## src/rtl/alu_arbiter.sv

```systemverilog
// Round-robin arbiter and sequencer sharing one e4m3 ALU between two requesters.
// Defining ALU_ARB_TIMEOUT_EN adds a WAIT timeout (TIMEOUT cycles) that returns an error response.
module alu_arbiter #(
    parameter int MIN_LAT = 1
`ifdef ALU_ARB_TIMEOUT_EN
    ,
    parameter int TIMEOUT = 64
`endif
) (
    input  logic       clock,
    input  logic       reset,

    input  logic       req0_valid,
    output logic       req0_ready,
    input  logic [7:0] req0_a,
    input  logic [7:0] req0_b,
    input  logic [3:0] req0_op,

    input  logic       req1_valid,
    output logic       req1_ready,
    input  logic [7:0] req1_a,
    input  logic [7:0] req1_b,
    input  logic [3:0] req1_op,

    output logic       rsp0_valid,
    input  logic       rsp0_ready,
    output logic [7:0] rsp0_y,
    output logic       rsp0_err,

    output logic       rsp1_valid,
    input  logic       rsp1_ready,
    output logic [7:0] rsp1_y,
    output logic       rsp1_err,

    output logic [7:0] alu_a,
    output logic [7:0] alu_b,
    output logic [3:0] alu_ctrl,
    input  logic [7:0] alu_y,
    input  logic       alu_valid
);

    localparam logic [1:0] S_IDLE  = 2'd0;
    localparam logic [1:0] S_ISSUE = 2'd1;
    localparam logic [1:0] S_WAIT  = 2'd2;
    localparam logic [1:0] S_RESP  = 2'd3;

    localparam logic [3:0] OP_ADD   = 4'b0001;
    localparam logic [3:0] OP_MUL   = 4'b0010;
    localparam logic [3:0] LAT_INIT = 4'(MIN_LAT - 1);

    logic [1:0] state_q, state_d;
    logic       last_grant_q, last_grant_d;
    logic       owner_q, owner_d;
    logic [7:0] a_q, a_d;
    logic [7:0] b_q, b_d;
    logic [7:0] y_q, y_d;
    logic [3:0] op_q, op_d;
    logic [3:0] cnt_q, cnt_d;
    logic       err_q, err_d;

`ifdef ALU_ARB_TIMEOUT_EN
    localparam logic [7:0] TMO_LAST = 8'(TIMEOUT - 1);
    logic [7:0] tmo_q, tmo_d;
`endif

    logic       gnt0, gnt1, hs, legal, rsp_hs;
    logic [7:0] sel_a, sel_b;
    logic [3:0] sel_op;

    // Ties go to the requester that did not win last time.
    always_comb begin
        gnt0 = 1'b0;
        gnt1 = 1'b0;
        if (state_q == S_IDLE) begin
            gnt0 = req0_valid && (!req1_valid || last_grant_q);
            gnt1 = req1_valid && (!req0_valid || !last_grant_q);
        end
    end

    assign req0_ready = gnt0;
    assign req1_ready = gnt1;
    assign hs         = gnt0 | gnt1;
    assign sel_a      = gnt1 ? req1_a  : req0_a;
    assign sel_b      = gnt1 ? req1_b  : req0_b;
    assign sel_op     = gnt1 ? req1_op : req0_op;
    assign legal      = (sel_op == OP_ADD) || (sel_op == OP_MUL);
    assign rsp_hs     = (state_q == S_RESP) && (owner_q ? rsp1_ready : rsp0_ready);

    always_comb begin
        state_d      = state_q;
        last_grant_d = last_grant_q;
        owner_d      = owner_q;
        a_d          = a_q;
        b_d          = b_q;
        op_d         = op_q;
        y_d          = y_q;
        err_d        = err_q;
        cnt_d        = cnt_q;
`ifdef ALU_ARB_TIMEOUT_EN
        tmo_d        = tmo_q;
`endif
        case (state_q)
            S_IDLE: begin
                if (hs) begin
                    owner_d      = gnt1;
                    last_grant_d = gnt1;
                    op_d         = sel_op;
                    if (legal) begin
                        // Operands only move for legal ops so an illegal request leaves the ALU untouched.
                        a_d     = sel_a;
                        b_d     = sel_b;
                        cnt_d   = LAT_INIT;
                        state_d = S_ISSUE;
                    end else begin
                        y_d     = 8'h00;
                        err_d   = 1'b1;
                        state_d = S_RESP;
                    end
                end
            end
            S_ISSUE: begin
                if (cnt_q == 4'd0) begin
                    state_d = S_WAIT;
`ifdef ALU_ARB_TIMEOUT_EN
                    tmo_d   = 8'd0;
`endif
                end else begin
                    cnt_d = cnt_q - 4'd1;
                end
            end
            S_WAIT: begin
                if (alu_valid) begin
                    y_d     = alu_y;
                    err_d   = 1'b0;
                    state_d = S_RESP;
                end
`ifdef ALU_ARB_TIMEOUT_EN
                else if (tmo_q == TMO_LAST) begin
                    y_d     = 8'h00;
                    err_d   = 1'b1;
                    state_d = S_RESP;
                end else begin
                    tmo_d = tmo_q + 8'd1;
                end
`endif
            end
            S_RESP: begin
                if (rsp_hs) state_d = S_IDLE;
            end
            default: state_d = S_IDLE;
        endcase
    end

    always_ff @(posedge clock) begin
        if (reset) begin
            state_q      <= S_IDLE;
            last_grant_q <= 1'b1;
            owner_q      <= 1'b0;
            a_q          <= 8'h00;
            b_q          <= 8'h00;
            op_q         <= 4'b0000;
            y_q          <= 8'h00;
            err_q        <= 1'b0;
            cnt_q        <= 4'd0;
`ifdef ALU_ARB_TIMEOUT_EN
            tmo_q        <= 8'd0;
`endif
        end else begin
            state_q      <= state_d;
            last_grant_q <= last_grant_d;
            owner_q      <= owner_d;
            a_q          <= a_d;
            b_q          <= b_d;
            op_q         <= op_d;
            y_q          <= y_d;
            err_q        <= err_d;
            cnt_q        <= cnt_d;
`ifdef ALU_ARB_TIMEOUT_EN
            tmo_q        <= tmo_d;
`endif
        end
    end

    assign alu_a      = a_q;
    assign alu_b      = b_q;
    assign alu_ctrl   = ((state_q == S_ISSUE) || (state_q == S_WAIT)) ? op_q : 4'b0000;

    assign rsp0_valid = (state_q == S_RESP) && !owner_q;
    assign rsp1_valid = (state_q == S_RESP) &&  owner_q;
    assign rsp0_y     = rsp0_valid ? y_q : 8'h00;
    assign rsp1_y     = rsp1_valid ? y_q : 8'h00;
    assign rsp0_err   = rsp0_valid && err_q;
    assign rsp1_err   = rsp1_valid && err_q;

endmodule

```

## config.mk

```make
export PLATFORM = sky130hd
export DESIGN_NAME = alu_arbiter
export DESIGN_NICKNAME = d
export VERILOG_FILES = /design/src/rtl/alu_arbiter.sv
export SDC_FILE = /design/constraint.sdc
export NUM_CORES = 1
export LEC_CHECK = 0
export BUFFER_PORTS_ARGS = -buffer_cell sky130_fd_sc_hd__buf_4
export CORE_MARGIN = 4
export CORE_UTILIZATION = 52
export DETAILED_ROUTE_END_ITERATION = 8
export GPL_TIMING_DRIVEN = 0
export PLACE_DENSITY = 0.95
export SYNTH_ARGS = -nofsm -noshare
export SYNTH_HDL_FRONTEND = slang
export SYNTH_SLANG_ARGS = --single-unit
```

## constraint.sdc

```tcl
create_clock -name clock -period 3.2 [get_ports clock]
set_clock_uncertainty 0.05 [all_clocks]
set_input_delay 0.32 -clock clock [delete_from_list [all_inputs] [get_ports clock]]
set_output_delay 0.32 -clock clock [all_outputs]
set_load 0.005 [all_outputs]
```

==> impl_metrics.tcl, run 1 <==
set metrics [dict create \
    status "completed" \
    p_int_uw 1084 \
    port_buffers 94 \
    cts_tree "yes" \
    finalCritPeriodShare 0.8048 \
    start_util 0.5494 \
    hp-class "input port to register" \
    gp_congestion 0.8553 \
    die_x_um 73.94 \
    max_cap_violations 0 \
    yosys_warnings 0 \
    ant_nets 0 \
    slew_viol_final 0 \
    drtIter0Drc 241 \
    vdd_drop_max_v 0.0003173 \
    cts_made_buffers 5 \
    path_cells "inv_1 > ha_1 > buf_2 > nand3_1 > inv_2 > buf_4 > buf_1 > nor2_1 > buf_4" \
    synth_area_leader_cell "dfxtp_1" \
    synth_flop_cell "dfxtp_1" \
    required_ns 2.83 \
    pwr_density_cell_nw_per_um2 588.4 \
    cts_root_buffer "clkbuf_8" \
    wirelength_um 6946 \
    grt_pass1_wl_um 11350 \
    synth_edf_count 0 \
    antenna_found_initial 0 \
    start_kind "register" \
    setup_tns_ns 0 \
    rsz0062_at_grt "no" \
    nets 436 \
    netSwitchingPower_uw 749.7 \
    core_area_um2 4115 \
    power_frac_comb 0.488 \
    post_cts_buffers 0 \
    ff2ff_setup_slack_ns 0.81 \
    switching_share 0.4089 \
    ys_ff_latch 37 \
    insertion_delay_ns 0.29 \
    syn_area_um2 2261 \
    ios 97 \
    seq_power_share 0.335 \
    netlist_instances 274 \
    worstSetupEndpointType "output port" \
    htree_levels 2 \
    num_vias 2503 \
    synth.top_cell.area_share 0.3276 \
    crit_top_cell "buf_4" \
    drive_gt1_frac 0.3457 \
    ys_top_cells_by_area "dfxtp_1, nand2_1, a311oi_2, nor2_1, and2_1" \
    clock-sinks 37 \
    num_rows 23 \
    clkPwrFrac 0.178 \
    overflow 0 \
    cts_buffer_depth 2 \
    fmax_mhz 388.3 \
    route.detailed.drc 0 \
    n_antenna_cell 0 \
    worstMarginPinSlew_ns 0.6666 \
    hold_viol_final 0 \
    whs_ns 0.2090 \
    synth_nets 335 \
    grt_pass1_vias 2491 \
    die_area_um2 5467 \
    grt_max_degree 13 \
    drt-wirelength-per-cell_um 16.31 \
    crit_path_top_delay_cell "buf_1" \
    dp_hpwl_um 5261 \
    cts_hold_buf 0 \
    gr-usage-all-layers 0.2664 \
    synth_seq_area_share 0.3276 \
    path_clk_slew_ns 0.08 \
    slowest_delay_ns 0.39 \
    cts-resized-gates 0 \
    area_growth_syn_to_layout_pct 37.80 \
    final.min_clock_period_ns 2.575 \
    slew_headroom 0.5556 \
    synthDistinctLibCells 45 \
    p_leak_uw 0.001328 \
    cp_max_fo 10 \
    routed_via_density 5.876 \
    async_reset_ff_frac 0 \
    syn_area_per_cell_um2 8.252 \
    arrival_ns 2.21 \
    firstDrtPassIters 6 \
    setup-violations-final 0 \
    die_y_um 73.94 \
    path_class "register to output port" \
]
## placed cells by master (no fill, tap or decap), types with 2 or more instances in the layout
cell | synthesis | routed
buf_4 | 2 | 96
nand2_1 | 54 | 54
dfxtp_1 | 37 | 37
nor2_1 | 25 | 25
and2_1 | 14 | 14
a21oi_1 | 14 | 14
clkbuf_1 | 13 | 13
a311oi_2 | 13 | 13
nand3_1 | 11 | 11
nand2b_1 | 11 | 11
and3_1 | 9 | 9
a221o_1 | 8 | 8
a311oi_1 | 8 | 8
ha_1 | 6 | 6
nor2b_1 | 5 | 5
clkbuf_8 | 0 | 5
buf_1 | 4 | 4
inv_1 | 4 | 4
a31oi_1 | 3 | 3
a211oi_1 | 3 | 3
o21ai_0 | 2 | 2
buf_6 | 2 | 2
nor4b_1 | 2 | 2
o21a_1 | 2 | 2
clkinv_2 | 0 | 2
## kinds of logic (layout without fill, tap and decap cells)
group,Yosys count,after routing,share of synthesized area
flops,37,37,0.3276
xor+xnor,2,2,0.007749
simple gates,140,140,0.3066
mux,2,2,0.009408
fa+ha+maj,6,6,0.03320
buf+inv,27,129,0.05533
compound gates,60,60,0.2601
## flip-flops by register name (all words and copies together), names as in the netlist
register	count
state_q	2
alu_b	8
owner_q	1
alu_a	8
last_grant_q	1
err_q	1
op_q	4
cnt_q	4
y_q	8
## per-layer routing
metal | routed length [um] | up-vias | global-route usage
met5 | 0 | - | 0
met1 | 2626 | 1161 | 0.3077
met4 | 255 | 0 | 0.1268
met2 | 3546 | 132 | 0.4577
met3 | 517 | 33 | 0.06892
li1 | - | 1177 | -
## cell usage after synthesis, types with 2 or more instances
library cell   n
a221o_1        8
ha_1           6
buf_1          4
a311oi_1       8
nand2_1       54
nand2b_1      11
nand3_1       11
nor2_1        25
a31oi_1        3
o21ai_0        2
inv_1          4
o21a_1         2
nor4b_1        2
and3_1         9
a21oi_1       14
dfxtp_1       37
a311oi_2      13
buf_4          2
and2_1        14
nor2b_1        5
a211oi_1       3
clkbuf_1      13
buf_6          2
## path summary, 6_finish.rpt
kind,start,end,depth (start not counted)
worst max-delay path,state_q[1]$_SDFFE_PP0P_,req0_ready,9
worst min-delay path,alu_y[5],y_q[5]$_SDFFE_PP0P_,2
worst max register to register,state_q[0]$_SDFFE_PP0P_,y_q[7]$_SDFFE_PP0P_,8
worst min register to register,last_grant_q$_SDFFE_PP1P_,last_grant_q$_SDFFE_PP1P_,1
## worst max-delay path: cells and delay by family, from the launching register on
| family | cells | cell delay (ns) |
|---|---|---|
| fa+ha+maj | 1 | 0.17 |
| simple gates | 2 | 0.28 |
| buf+inv | 6 | 1.12 |
| flops | 1 | 0.34 |
## layout make-up
cell class / count / area [um2]
multi-input combinational: 210 / 1395
fill: 296 / 999.7
sequential: 37 / 740.7
timing repair buffer: 94 / 705.7
buffer: 22 / 106.4
clock buffer: 5 / 68.82
tap: 50 / 62.56
inverter: 5 / 18.77
clock inverter: 3 / 17.52
## through the flow
stage / instance area, um2 / instances / setup WS, ns / utilization / total power [uW]
final: 3115 / 426 / 0.6246 / 0.7571 / 1833
after CTS: 3115 / 426 / 0.6337 / 0.7571 / 1822
after global routing: 3115 / 426 / 0.5033 / 0.7571 / 1954
after detailed placement: 3029 / 418 / 0.8800 / 0.7361 / 1498
after global placement: 3029 / 418 / 0.9874 / 0.7361 / 1456
after floorplan: 2261 / 274 / 1.189 / - / 1188
## power by group through the flow
stage	combinational (uW)	sequential, uW	clock, uW
2_1_floorplan	582	607	0
4_1_cts	886	611	325
3_5_place_dp	877	621	0
6_report	894	613	326
5_1_grt	985	623	346
3_3_place_gp	842	614	0
(Power assumes the default switching activity.)
==> run 2: changes to the inputs <==
Settings changed: CORE_UTILIZATION 52 to 48, PLACE_DENSITY 0.95 to 0.89.
Clock period 3.2 ns to 2.6 ns, I/O delays scaled along.
==> run 2 against run 1 <==
  * Register-to-register slack worse by 0.57 ns
  * Power up 21%
  * Hold slack worse by 0.059 ns
  * Via count down 4.4%
  * Sequential share of layout area about the same
  * Combinational power up 19%
  * Global-route usage down 5.2 points
  * Die area up 7.4%
  * Largest cell class unchanged
==> impl_metrics.tcl, run 2 (same netlist as run 1, synthesis figures left out) <==
set metrics [dict create \
    max_cap_violations 0 \
    gp_congestion 0.8349 \
    drtIter0Drc 185 \
    cts_tree "yes" \
    hold_viol_final 0 \
    slowest_delay_ns 0.53 \
    mostFrequentLayoutCells "buf_4, nand2_1, dfxtp_1, nor2_1" \
    whs_ns 0.1505 \
    p_leak_uw 0.001327 \
    seq_power_share 0.339 \
    cp_max_fo 19 \
    area_growth_syn_to_layout_pct 37.74 \
    drt-wirelength-per-cell_um 14.73 \
    timing.rr.start "state_q[1]$_SDFFE_PP0P_" \
    start_kind "register" \
    setup-violations-final 0 \
    ant_nets 0 \
    setup_tns_ns 0 \
    finalCritPeriodShare 0.9067 \
    cts_buffer_depth 2 \
    pwr_density_cell_nw_per_um2 715.0 \
    required_ns 2.79 \
    cts_root_buffer "clkbuf_8" \
    cts-resized-gates 0 \
    p_int_uw 1355 \
    fillerInstances 343 \
    worstMarginPinSlew_ns 0.6741 \
    num_rows 24 \
    firstDrtPassIters 4 \
    gr-usage-all-layers 0.2147 \
    die_x_um 76.63 \
    layout_commonest_cell "buf_4" \
    grt_pass1_wl_um 10420 \
    power_frac_comb 0.476 \
    ff2ff_setup_slack_ns 0.24 \
    htree_levels 2 \
    final.min_clock_period_ns 2.357 \
    worstHoldEndpoint "y_q[6]$_SDFFE_PP0P_" \
    multi_input_area_um2 1395 \
    worstSetupEndpointType "register" \
    holdPathStages 2 \
    wirelength_um 6277 \
    hp-class "input port to register" \
    crit_path_top_delay_cell "nor3_2" \
    ios 97 \
    insertion_delay_ns 0.29 \
    power_uw 2227 \
    drive_gt1_frac 0.3422 \
    num_vias 2394 \
    path_class "register to register" \
    n_antenna_cell 0 \
    status "completed" \
    rsz0062_at_grt "no" \
    fmax_mhz 424.2 \
    die_y_um 76.63 \
    overflow 0 \
    slew_headroom 0.5506 \
    antenna_found_initial 0 \
    r2r-end "y_q[0]$_SDFFE_PP0P_" \
    route.detailed.drc 0 \
    cts_made_buffers 5 \
    switching_share 0.3915 \
    reg2reg_depth 9 \
    path_clk_slew_ns 0.07 \
    min_from "alu_y[6]" \
    start_util 0.5087 \
    worst_slack_ns 0.2427 \
    path_cells "inv_1 > ha_1 > buf_2 > nand3_1 > inv_2 > buf_4 > o221ai_1 > nor3_2 > a221o_1" \
    arrival_ns 2.54 \
    netSwitchingPower_uw 871.6 \
    vdd_drop_max_v 0.0003609 \
    slew_viol_final 0 \
    clock-sinks 37 \
    dp_hpwl_um 4871 \
    clkPwrFrac 0.185 \
    die_area_um2 5872 \
    pre_cts_slack_ns 0.3365 \
    nets 435 \
    final-seq-area_um2 740.7 \
    core_area_um2 4444 \
    grt_pass1_vias 2279 \
    dp.cells 420 \
    grt_max_degree 11 \
    final_cells 426 \
    port_buffers 94 \
    routed_via_density 5.620 \
]
## run 2: layout make-up
cell class / count / share of cell area
Buffer: 21 / 0.03294
Inverter: 5 / 0.006027
Multi-Input combinational cell: 210 / 0.4480
Sequential cell: 37 / 0.2378
Tap cell: 52 / 0.02089
Clock buffer: 7 / 0.02772
Timing Repair Buffer: 94 / 0.2266
## run 2: routing by layer
| metal | wire (um) | vias up | track usage | part of all wire |
|---|---|---|---|---|
| met1 | 2526 | 1105 | 0.2466 | 0.40 |
| met3 | 702 | 12 | 0.1005 | 0.11 |
| met2 | 2942 | 103 | 0.3524 | 0.47 |
| li1 | - | 1174 | - | - |
| met4 | 106 | 0 | 0.06884 | 0.017 |
| met5 | 0 | - | 0 | 0 |
## run 2: through the flow
stage            util  area, um2
3_3_place_gp   0.6822       3032
5_1_grt        0.7007       3114
2_1_floorplan       -       2261
3_5_place_dp   0.6822       3032
4_1_cts        0.7016       3118
6_report       0.7007       3114
## run 2: how the worst max path moves through the flow
stage,from,end
after floorplan,state_q[0]$_SDFFE_PP0P_,alu_a[1]$_SDFFE_PP0P_
after global placement,state_q[0]$_SDFFE_PP0P_,alu_a[5]$_SDFFE_PP0P_
after detailed placement,state_q[0]$_SDFFE_PP0P_,alu_a[5]$_SDFFE_PP0P_
after CTS,state_q[1]$_SDFFE_PP0P_,req0_ready
after global routing,state_q[1]$_SDFFE_PP0P_,y_q[1]$_SDFFE_PP0P_
final,state_q[1]$_SDFFE_PP0P_,y_q[0]$_SDFFE_PP0P_
## run 2: critical path: cells and delay by family, from the launching register on
| kind | cells | cell delay, ns |
|---|---|---|
| DFF | 1 | 0.34 |
| and+or+nand+nor | 2 | 0.69 |
| buffers and inverters | 4 | 0.62 |
| AOI/OAI and AO/OA | 2 | 0.46 |
| adders and majority gates | 1 | 0.14 |
## run 2: power by group through the flow
stage / registers (uW) / logic (uW) / clock network [uW]
5_1_grt: 768 / 1180 / 444
4_1_cts: 753 / 1070 / 421
3_3_place_gp: 760 / 1040 / 0
3_5_place_dp: 765 / 1060 / 0
6_report: 755 / 1060 / 411
2_1_floorplan: 747 / 716 / 0
## run 2: what timing repair did
item / CTS / global route
setup buffers: 0 / 0
hold buffers: 0 / 0
endpoints found under the setup margin: 0 / 1
